File: src/rtl/id_ex_stage_reg_pkg.sv
// ---------------------------------------------------------------------------
// id_ex_stage_reg_pkg
// Shared definitions for the ID/EX pipeline register of the five-stage MIPS
// core: default widths, register-destination select encodings, the link
// register index, and the ALU class / size control codes produced by the
// decoder. The last two are carried through this stage unchanged; they are
// listed here so that EX and the testbench agree on their meaning.
// ---------------------------------------------------------------------------
package id_ex_stage_reg_pkg;

  localparam int NB_DATA_DEF = 32;
  localparam int NB_REG_DEF  = 5;
  localparam int NB_CNT_DEF  = 16;

  localparam int NB_FUNCT    = 6;
  localparam int NB_ALU_OP   = 3;
  localparam int NB_REG_DST  = 2;
  localparam int NB_SIZE     = 5;

  // Register-destination select. 2'b11 is unused by the decoder and falls
  // back to rt, same as RD_RT.
  typedef enum logic [NB_REG_DST-1:0] {
    RD_RT = 2'b00,
    RD_RA = 2'b01,
    RD_RD = 2'b10
  } reg_dst_e;

  localparam int unsigned LINK_REG = 31;

  // Decoder ALU classes.
  typedef enum logic [NB_ALU_OP-1:0] {
    ALU_OP_MEM   = 3'b000,
    ALU_OP_ADDI  = 3'b001,
    ALU_OP_RTYPE = 3'b010,
    ALU_OP_ANDI  = 3'b011,
    ALU_OP_ORI   = 3'b100,
    ALU_OP_XORI  = 3'b101,
    ALU_OP_LUI   = 3'b110,
    ALU_OP_SLTI  = 3'b111
  } alu_op_e;

  // Load/store size and sign codes.
  typedef enum logic [NB_SIZE-1:0] {
    SIZE_NONE   = 5'b00000,
    SIZE_BYTE_S = 5'b00001,
    SIZE_BYTE_U = 5'b00010,
    SIZE_HALF_S = 5'b00100,
    SIZE_HALF_U = 5'b01000,
    SIZE_WORD   = 5'b10000
  } size_ctrl_e;

  // R-type function codes the bench and EX refer to by name.
  localparam logic [NB_FUNCT-1:0] FUNCT_ADD = 6'h20;
  localparam logic [NB_FUNCT-1:0] FUNCT_SUB = 6'h22;

endpackage

File: src/rtl/id_ex_stage_reg_load_use_detect.sv
// ---------------------------------------------------------------------------
// load_use_detect
// Pure combinational load-use hazard compare. A load sitting in EX whose
// destination is read by the instruction in ID cannot be forwarded in time,
// so the pipeline must stall for one cycle.
//
// Ports:
//   ex_mem_read  in   instruction in EX is a load
//   ex_dst_reg   in   destination register of the instruction in EX
//   id_rs        in   rs field of the instruction in ID
//   id_rt        in   rt field of the instruction in ID
//   stall        out  hazard detected; hold PC and IF/ID
// ---------------------------------------------------------------------------
module load_use_detect #(
  parameter int NB_REG = 5
) (
  input  logic              ex_mem_read,
  input  logic [NB_REG-1:0] ex_dst_reg,
  input  logic [NB_REG-1:0] id_rs,
  input  logic [NB_REG-1:0] id_rt,
  output logic              stall
);

  logic dst_nonzero;
  logic dst_match;

  // $0 is hardwired to zero, so a load "into" it never creates a dependency.
  assign dst_nonzero = (ex_dst_reg != '0);
  assign dst_match   = (ex_dst_reg == id_rs) || (ex_dst_reg == id_rt);
  assign stall       = ex_mem_read && dst_nonzero && dst_match;

endmodule

File: src/rtl/id_ex_stage_reg.sv
// ---------------------------------------------------------------------------
// id_ex_stage_reg
// ID/EX pipeline register. Latches the decoder's EX/MEM/WB control set,
// register operands, immediate and PC+4; resolves the write destination;
// detects load-use hazards and inserts a bubble (NOP) on a hazard or flush.
// Keeps a saturating count of inserted bubbles for the debug unit.
//
// Ports:
//   i_clk, i_rst_n         clock, asynchronous active-low reset
//   i_enable               pipeline advance; 0 freezes all state
//   i_flush                squash the instruction entering EX
//   i_rs/i_rt/i_rd         instruction register fields
//   i_rs_data/i_rt_data    register file read data
//   i_imm, i_pc_plus4      extended immediate, PC+4 of the ID instruction
//   i_funct, i_alu_op,     decoder outputs carried to EX
//   i_size_control, flags
//   i_reg_dst              destination select (rt / r31 / rd / rt)
//   o_*                    registered copies of the above
//   o_dst_reg              resolved write destination
//   o_stall                load-use hazard (combinational)
//   o_bubble_cnt           bubbles inserted since reset, saturating
// ---------------------------------------------------------------------------
module id_ex_stage_reg
  import id_ex_stage_reg_pkg::*;
#(
  parameter int NB_DATA = NB_DATA_DEF,
  parameter int NB_REG  = NB_REG_DEF,
  parameter int NB_CNT  = NB_CNT_DEF
) (
  input  logic                  i_clk,
  input  logic                  i_rst_n,
  input  logic                  i_enable,
  input  logic                  i_flush,

  input  logic [NB_REG-1:0]     i_rs,
  input  logic [NB_REG-1:0]     i_rt,
  input  logic [NB_REG-1:0]     i_rd,
  input  logic [NB_DATA-1:0]    i_rs_data,
  input  logic [NB_DATA-1:0]    i_rt_data,
  input  logic [NB_DATA-1:0]    i_imm,
  input  logic [NB_DATA-1:0]    i_pc_plus4,
  input  logic [NB_FUNCT-1:0]   i_funct,
  input  logic                  i_reg_write,
  input  logic                  i_alu_source,
  input  logic                  i_mem_write,
  input  logic                  i_mem_to_reg,
  input  logic                  i_mem_read,
  input  logic                  i_link,
  input  logic [NB_ALU_OP-1:0]  i_alu_op,
  input  logic [NB_REG_DST-1:0] i_reg_dst,
  input  logic [NB_SIZE-1:0]    i_size_control,

  output logic [NB_FUNCT-1:0]   o_funct,
  output logic                  o_reg_write,
  output logic                  o_alu_source,
  output logic                  o_mem_write,
  output logic                  o_mem_to_reg,
  output logic                  o_mem_read,
  output logic                  o_link,
  output logic [NB_ALU_OP-1:0]  o_alu_op,
  output logic [NB_SIZE-1:0]    o_size_control,
  output logic [NB_DATA-1:0]    o_rs_data,
  output logic [NB_DATA-1:0]    o_rt_data,
  output logic [NB_DATA-1:0]    o_imm,
  output logic [NB_DATA-1:0]    o_pc_plus4,
  output logic [NB_REG-1:0]     o_rs,
  output logic [NB_REG-1:0]     o_rt,
  output logic [NB_REG-1:0]     o_dst_reg,
  output logic                  o_stall,
  output logic [NB_CNT-1:0]     o_bubble_cnt
);

  logic [NB_REG-1:0] dst_resolved;
  logic              load_bubble;
  logic [NB_CNT-1:0] bubble_cnt_next;

  // Destination resolve on the ID-side fields.
  always_comb begin
    dst_resolved = i_rt;
    case (i_reg_dst)
      RD_RA:   dst_resolved = NB_REG'(LINK_REG);
      RD_RD:   dst_resolved = i_rd;
      default: dst_resolved = i_rt;
    endcase
  end

  // Hazard compare uses the registered EX state against the live ID fields,
  // independent of enable/flush so upstream always sees a valid hold request.
  load_use_detect #(
    .NB_REG (NB_REG)
  ) u_load_use_detect (
    .ex_mem_read (o_mem_read),
    .ex_dst_reg  (o_dst_reg),
    .id_rs       (i_rs),
    .id_rt       (i_rt),
    .stall       (o_stall)
  );

  // A flush coinciding with a stall still produces a single bubble.
  assign load_bubble = i_flush || o_stall;

  always_comb begin
    bubble_cnt_next = o_bubble_cnt;
    if (o_bubble_cnt != '1) begin
      bubble_cnt_next = o_bubble_cnt + NB_CNT'(1);
    end
  end

  always_ff @(posedge i_clk or negedge i_rst_n) begin
    if (!i_rst_n) begin
      o_funct        <= '0;
      o_reg_write    <= 1'b0;
      o_alu_source   <= 1'b0;
      o_mem_write    <= 1'b0;
      o_mem_to_reg   <= 1'b0;
      o_mem_read     <= 1'b0;
      o_link         <= 1'b0;
      o_alu_op       <= '0;
      o_size_control <= '0;
      o_rs_data      <= '0;
      o_rt_data      <= '0;
      o_imm          <= '0;
      o_pc_plus4     <= '0;
      o_rs           <= '0;
      o_rt           <= '0;
      o_dst_reg      <= '0;
      o_bubble_cnt   <= '0;
    end else if (i_enable) begin
      if (load_bubble) begin
        // Bubble: every field zero, so EX/MEM/WB see a NOP that writes
        // nothing, touches no memory and cannot re-trigger the hazard.
        o_funct        <= '0;
        o_reg_write    <= 1'b0;
        o_alu_source   <= 1'b0;
        o_mem_write    <= 1'b0;
        o_mem_to_reg   <= 1'b0;
        o_mem_read     <= 1'b0;
        o_link         <= 1'b0;
        o_alu_op       <= '0;
        o_size_control <= '0;
        o_rs_data      <= '0;
        o_rt_data      <= '0;
        o_imm          <= '0;
        o_pc_plus4     <= '0;
        o_rs           <= '0;
        o_rt           <= '0;
        o_dst_reg      <= '0;
        o_bubble_cnt   <= bubble_cnt_next;
      end else begin
        o_funct        <= i_funct;
        o_reg_write    <= i_reg_write;
        o_alu_source   <= i_alu_source;
        o_mem_write    <= i_mem_write;
        o_mem_to_reg   <= i_mem_to_reg;
        o_mem_read     <= i_mem_read;
        o_link         <= i_link;
        o_alu_op       <= i_alu_op;
        o_size_control <= i_size_control;
        o_rs_data      <= i_rs_data;
        o_rt_data      <= i_rt_data;
        o_imm          <= i_imm;
        o_pc_plus4     <= i_pc_plus4;
        o_rs           <= i_rs;
        o_rt           <= i_rt;
        o_dst_reg      <= dst_resolved;
      end
    end
  end

endmodule

File: config.mk
export PLATFORM = sky130hd
export DESIGN_NAME = id_ex_stage_reg
export DESIGN_NICKNAME = d
export VERILOG_FILES = /design/src/rtl/id_ex_stage_reg_pkg.sv /design/src/rtl/id_ex_stage_reg_load_use_detect.sv /design/src/rtl/id_ex_stage_reg.sv
export SDC_FILE = /design/constraint.sdc
export NUM_CORES = 1
export LEC_CHECK = 0
export ABC_AREA = 1
export CAP_MARGIN = 0
export CORE_AREA = 2 2 136 138
export DETAILED_ROUTE_END_ITERATION = 6
export DIE_AREA = 0 0 138 140
export GPL_TIMING_DRIVEN = 1
export PLACE_DENSITY = 0.89
export SETUP_SLACK_MARGIN = 0.3
export SLEW_MARGIN = 25
export SYNTH_ARGS = -nofsm -noshare
export SYNTH_HDL_FRONTEND = slang
export SYNTH_SLANG_ARGS = --single-unit
File: constraint.sdc
create_clock -name i_clk -period 3.8 [get_ports i_clk]
set_input_delay 0.95 -clock i_clk [delete_from_list [all_inputs] [get_ports i_clk]]
set_output_delay 0.95 -clock i_clk [all_outputs]
set_load 0.02 [all_outputs]
---- Word level (Yosys, flattened, before mapping) ----
Index checks and enable logic that the tools add are counted.
word-level totals
  bits in registers ....................... 179
  latch bits .............................. 0
  bits in writable memories ............... 0
  ROM bits ................................ 0
  output and inout port bits .............. 180
  logic and storage cells ................. 46
  memories kept ........................... 0
operators by class
  $add $sub $neg .......................... 1
  multiply operators ...................... 0
  div/mod/pow operators ................... 0
  $lt $le $gt $ge ......................... 0
  equality and inequality tests ........... 5
  shift-type cells ........................ 0
  mux-type cells .......................... 17
  bitwise operators ....................... 0
  reduce and logical (&&, ||, !) cells .... 6
operators with widths
  operator               count
  $mux 32                4
  $mux 5                 4
  $add 16x1->16 const B  1
  $ne 16x16->1 const B   1
  $eq 5x5->1             2
  $pmux 5 s2             1
  $mux 1                 6
  $mux 6                 1
  $reduce_bool 5->1      1
  $mux 3                 1
  $reduce_and 3->1       1
  $eq 2x1->1 const B     1
  $eq 2x2->1 const B     1
  $logic_and 1x1->1      2
  $logic_or 1x1->1       2

---- Longest topological paths before layout ----
Gate-level depths: netlist of run 1.
  word-level depth ........................ 5
  gate-level depth with buffers ........... 13

---- Modules after synthesis ----
From an unflattened synthesis of run 1, not the netlist that was laid out.
second synthesis, totals
  cells, all modules ...................... 591
  area total of the unflattened synthesis .. 7103.1 sq um
modules (own cells, without submodules)
  module           instances  cells an instance  area an instance (sq um)  seq. area each (sq um)
  id_ex_stage_reg  1          546                6907.9                    4479.3
  load_use_detect  1          45                 195.2                     0.0

---- Worst setup path before layout of run 1 ----
OpenSTA, ideal clock, no wires.
  path kind ............................... input to output
  start ................................... input i_rt[4]
  end ..................................... output o_stall
  arrival ................................. 1.487 ns
  data required time ...................... 2.850 ns
  path slack .............................. 1.363 ns
  cell stages on the path ................. 8
  path buffers ............................ 0
  cells stage by stage .................... inv_1 -> nand2_1 -> nand2_1 -> nor2_1 -> nand3_1 -> nand2_1 -> nand2_1 -> inv_1
on the way
  longest elaborated chain between the ends .. 3
ends and longest elaborated chain
  element            RTL line                               text
  from (decl)        id_ex_stage_reg.sv:36                  input logic [NB_REG-1:0] i_rt,
  $eq 5x5->1         id_ex_stage_reg_load_use_detect.sv:29  assign dst_match = (ex_dst_reg == id_rs) || (ex_dst_reg == id_rt);
  $logic_or 1x1->1   id_ex_stage_reg_load_use_detect.sv:29
  $logic_and 1x1->1  id_ex_stage_reg_load_use_detect.sv:30  assign stall = ex_mem_read && dst_nonzero && dst_match;
  to (decl)          id_ex_stage_reg.sv:69                  output logic o_stall,
Every way passes these cells.

---- Worst setup path after layout of run 1 ----
Ends and elaborated chain as after synthesis.

==> reports/results.tsv, run 1 <==
metric	value	unit
worst-skew pair later-pin latency	420	ps
core box area	0.01778	mm2
Power Dens Cells	427.8	mW/mm2
Avg Cell Area, Syn	8.229	um2
clk sinks	179	
Die ar.	0.01932	mm2
Final Max Slew Viols	0	
initial antenna violation count	0	
# diodes	0	
global-route wire length before repair	36.05	mm
cts bufs inserted	17	
# port buffers	348	
Slew @ Worst Pin	769.2	ps
Nets	1409	
final setup fails	0	
CTS tree	built	
CP max stage delay	510	ps
worst path cell trace	clkdlybuf4s50_1 > inv_1 > nand2_1 > nand2_1 > nor2_1 > nand3_1 > nand2_1 > nand2_1 > inv_1 > clkbuf_2	
Tmin final	3267	ps
DR iter-0 viols	425	
Area Growth Syn to Fin	57.08	%
initial core utilization	0.4179	
setup TNS	0	ps
Yosys reg bits	179	
Syn Nets	1075	
f_max	0.3061	GHz
root buf cell	clkbuf_16	
crit share post-route	0.8597	
Critical Path Fanout Max	3	
largest net degree at the start of global routing	164	
setup repair after global routing missed its margin	no	
Ys Warns	0	
crit start category	input port	
distinct cell type count after synthesis	20	
Leak	5.855	nW
HP Class	reg2reg	
fraction of layout cells with a size suffix above 1	0.03760	
WL/cell	15.23	um
Worst EP required	2850	ps
GRT Overall Usage	0.2331	
global-route congestion overflow total	0	
Max-slew headroom	0.4872	
Final HPWL DP	16.33	mm
IO Pins	349	
Post-CTS Repair Setup Buffers	0	
Mapped Area	0.007431	mm2
Seq/Total Area, Yosys	0.6028	
DIE WIDTH	138	um
Worst Setup End Kind	output pin	
CTS Hold Bufs	0	
Placer Congestion	0.9004	
vias in the first global route	7127	
routed vias	7109	
Vias/cell	4.807	
peak supply drop	0.3934	mV
Mapped Cells	903	
status	complete, no violations	
CTS H-tree depth	4	
most used cell, CP	nand2_1	
Clk pin slew, worst setup/hold paths	70	ps
Total Routed Length	22.53	mm
commonest non-fill, non-tap cell in the layout	nand2_1	
final hold slack	480.3	ps
number of remaining DRC errors	0	
Fill cells	1341	
Final Hold Viols	0	
Critical-path top delay cell	clkdlybuf4s50_1	
most frequent cells in the layout	nand2_1, clkdlybuf4s50_1, dfrtp_1, inv_1	
max_cap viols	0	
Final Skew	12.90	ps
Clock Tree Buf Depth	2	
Crit Path Class	in2out	
Die Y	140	um
row cnt	49	
DRT Pass-1 Iters	5	
crit path DAT	2320	ps
Final ANT Viol Nets	0	
repair_timing:
action | in CTS | in global routing
gates cloned | 0 | 0
endpoints found under the setup margin | 1 | 1
gates resized for setup | 1 | 2
stage by stage:
stage	cell area [um2]	total power, mW	utilization	setup WS (ps)	instances
final	11670	4.994	0.6565	533.3	1479
after global routing	11670	5.214	0.6565	393.1	1479
after CTS	11680	5.038	0.6567	348.3	1479
after detailed placement	11090	3.300	0.6236	76.66	1447
after global placement	11090	3.274	0.6236	143.9	1447
after floorplan	7431	2.653	-	1363	903
logic make-up after synthesis:
family / count (synthesis) / synth area share
AND/OR/NAND/NOR: 630 / 0.3300
AO/OA/AOI/OAI: 8 / 0.006398
XOR/XNOR: 5 / 0.005894
buffers and inverters: 78 / 0.04984
adder cells (fa/ha/maj): 3 / 0.005052
flip-flops: 179 / 0.6028
critical path: cells and delay by family:
family,cells,cell delay [ps]
buffers and inverters,4,850
AND/OR/NAND/NOR,6,530
layout make-up:
cell class,count,area (um2),share of cell area
multi-input combinational,646,2581,0.2211
sequential,179,4479,0.3838
inverter,36,137.6,0.01179
timing repair buffer,357,3597,0.3082
clock buffer,17,425.4,0.03645
clock inverter,15,165.2,0.01415
tap,229,286.5,0.02455
cells in the mapped netlist (all sizes together):
cell type  number  area, um2
a21oi           2      10.01
a22oi           3      22.52
buf            24      167.7
clkbuf         18      67.56
dfrtp         179       4479
ha              3      37.54
inv            36      135.1
nand2         567       2131
nand3          17      85.08
nand4          21      131.4
nor2           22      90.09
nor3            3      15.01
o21ai           3      15.01
xnor2           2      17.52
xor2            3      26.28
path summary, 6_finish.rpt:
| kind | to | startpoint | slack, ps | depth (start not counted) |
|---|---|---|---|---|
| worst min register to register | o_rt_data[9]$_DFFE_PN0P_ | o_rt_data[9]$_DFFE_PN0P_ | 480 | 2 |
| worst min-delay path | o_rt_data[9]$_DFFE_PN0P_ | o_rt_data[9]$_DFFE_PN0P_ | 480 | 2 |
| max in group asynchronous | o_bubble_cnt[12]$_DFFE_PN0P_ | i_rst_n | 2380 | 2 |
| min in group asynchronous | o_rs_data[5]$_DFFE_PN0P_ | i_rst_n | 490 | 1 |
| worst max register to register | o_rt_data[18]$_DFFE_PN0P_ | o_dst_reg[3]$_DFFE_PN0P_ | 1550 | 10 |
| worst max-delay path | o_stall | i_rt[4] | 530 | 10 |
power breakdown:
part           total (mW)  switching [mW]  internal [mW]  leakage (nW)
Sequential           2.18           0.116           2.06          2.34
Combinational        1.08           0.555          0.525          3.22
Clock                1.73           0.849          0.885         0.290
Total                4.99            1.52           3.47          5.85
metal layers:
metal  part of all wire  up-vias  global-route usage
li1                   -     3415                   -
met1               0.39     3351              0.2794
met2               0.49      302              0.3887
met5                  0        -                   0
met3              0.082       41             0.07863
met4              0.035        0             0.09452
No activity file was read; power rests on OpenSTA's default activity.
==> run 2, diff against run 1 <==
Settings changed: CAP_MARGIN 0 to 20.
==> results of run 2 <==
Same layout as run 1: the final DEF is identical, and so are final timing and power.
==> run 3, diff against run 2 <==
Settings changed: CORE_AREA 2 2 136 138 to default, CORE_UTILIZATION from default to 35, DIE_AREA 0 0 138 140 to default, PLACE_DENSITY 0.89 to default, PLACE_DENSITY_LB_ADDON from default to 0.2, SLEW_MARGIN 25 to default.
==> reports/results.tsv, run 3 (synthesized netlist as in run 1, its figures left out) <==
metric	value	unit
largest net degree at the start of global routing	164	
Tmin final	3242	ps
Final ANT Viol Nets	0	
crit start category	input port	
Worst R2R Start	o_dst_reg[2]$_DFFE_PN0P_	
most frequent cells in the layout	nand2_1, clkdlybuf4s50_1, dfrtp_1, inv_1	
global-route congestion overflow total	0	
sequential cell area	0.004479	mm2
commonest non-fill, non-tap cell in the layout	nand2_1	
met3 usage	0.07840	
worst-skew pair later-pin latency	430	ps
Power Dens Cells	429.5	mW/mm2
peak supply drop	0.2875	mV
f_max	0.3085	GHz
vias in the first global route	6751	
DIE WIDTH	147.7	um
core box area	0.02049	mm2
Fill cells	1842	
Top Usage Layer GRT	met2	
initial core utilization	0.3626	
DRT Pass-1 Iters	4	
routed vias	6857	
multi-input logic area	0.002581	mm2
Slew @ Worst Pin	812.2	ps
met2 usage	0.3509	
Placer Congestion	0.7894	
crit path DAT	2290	ps
Leak	5.851	nW
status	complete, no violations	
CTS H-tree depth	4	
IO Pins	349	
Max-slew headroom	0.4586	
WL/cell	15.14	um
final setup fails	0	
Critical Path Fanout Max	3	
max_cap viols	0	
Final Hold Viols	0	
cts bufs inserted	17	
Worst EP required	2850	ps
setup repair after global routing missed its margin	no	
root buf cell	clkbuf_16	
CTS Hold Bufs	0	
Total Routed Length	23.03	mm
met1 usage	0.2570	
Finished Layout Cells	1521	
HP Class	in2async	
Power Total	5.039	mW
Vias/cell	4.508	
setup TNS	0	ps
Final Skew	12.52	ps
pre-CTS setup slack	84.48	ps
crit share post-route	0.8530	
Area Growth Syn to Fin	57.89	%
DR iter-0 viols	348	
Clk pin slew, worst setup/hold paths	80	ps
clk sinks	179	
start point of the critical path	i_rt[4]	
GRT Overall Usage	0.2138	
row cnt	52	
Post-Place Cells	1488	
fraction of layout cells with a size suffix above 1	0.03760	
Nets	1409	
final worst slack	558.5	ps
Die ar.	0.02182	mm2
Worst Setup End Kind	output pin	
Final Max Slew Viols	0	
global-route wire length before repair	36.11	mm
Crit Path Class	in2out	
CTS tree	built	
Clock Tree Buf Depth	2	
initial antenna violation count	1	
Final HPWL DP	15.92	mm
number of remaining DRC errors	0	
Die Y	147.7	um
# port buffers	348	
## run 3: what timing repair did
| action | in CTS | in global routing |
|---|---|---|
| endpoints found under the setup margin | 1 | 1 |
| endpoints found under the hold margin | 0 | 0 |
| buffers inserted | 0 | 0 |
| gates resized for setup | 1 | 2 |
| gates cloned | 0 | 0 |
## run 3: routing by layer
metal | routed length, um | share of wire
met4 | 467 | 0.020
met3 | 2313 | 0.10
met1 | 9518 | 0.41
met2 | 10730 | 0.47
met5 | 0 | 0
## run 3: worst max-delay path, cell delays in order
cell and delay (ps):
clkdlybuf4s50_1 520, inv_1 70, nand2_1 60, nand2_1 50, nor2_1 100, nand3_1 80, nand2_1 80, nand2_1 130
inv_1 90, clkbuf_2 180
## run 3: where the power goes
| group | internal (mW) | total, mW | switching, mW |
|---|---|---|---|
| Combinational | 0.524 | 1.08 | 0.554 |
| Clock | 0.938 | 1.78 | 0.847 |
| Sequential | 2.06 | 2.18 | 0.111 |
| Total | 3.53 | 5.04 | 1.51 |
## run 3: final timing paths
kind | to | slack [ps] | cells after the start
max | o_stall | 560 | 10
min | o_pc_plus4[24]$_DFFE_PN0P_ | 470 | 1
max reg2reg | o_imm[13]$_DFFE_PN0P_ | 1690 | 10
min reg2reg | o_rs_data[9]$_DFFE_PN0P_ | 480 | 2
max in group asynchronous | o_rt_data[23]$_DFFE_PN0P_ | 2380 | 2
min in group i_clk | o_rs_data[9]$_DFFE_PN0P_ | 480 | 2
## run 3: through the flow
stage	area (um2)	util	hold WS, ps
floorplan	7431	-	588.5
global placement	11140	0.5435	460.8
detailed placement	11140	0.5435	463.6
CTS	11730	0.5725	483.4
global route	11730	0.5725	494.6
finish	11730	0.5725	465.6
## run 3: final cells by class
type	count	share of cell area
well taps	270	0.02879
multi-input cells	646	0.2200
clock buffers	17	0.03626
repair buffers	357	0.3066
clock inverters	15	0.01461
inverters	36	0.01173
flip-flops and latches	179	0.3818
diodes	1	0.0002133
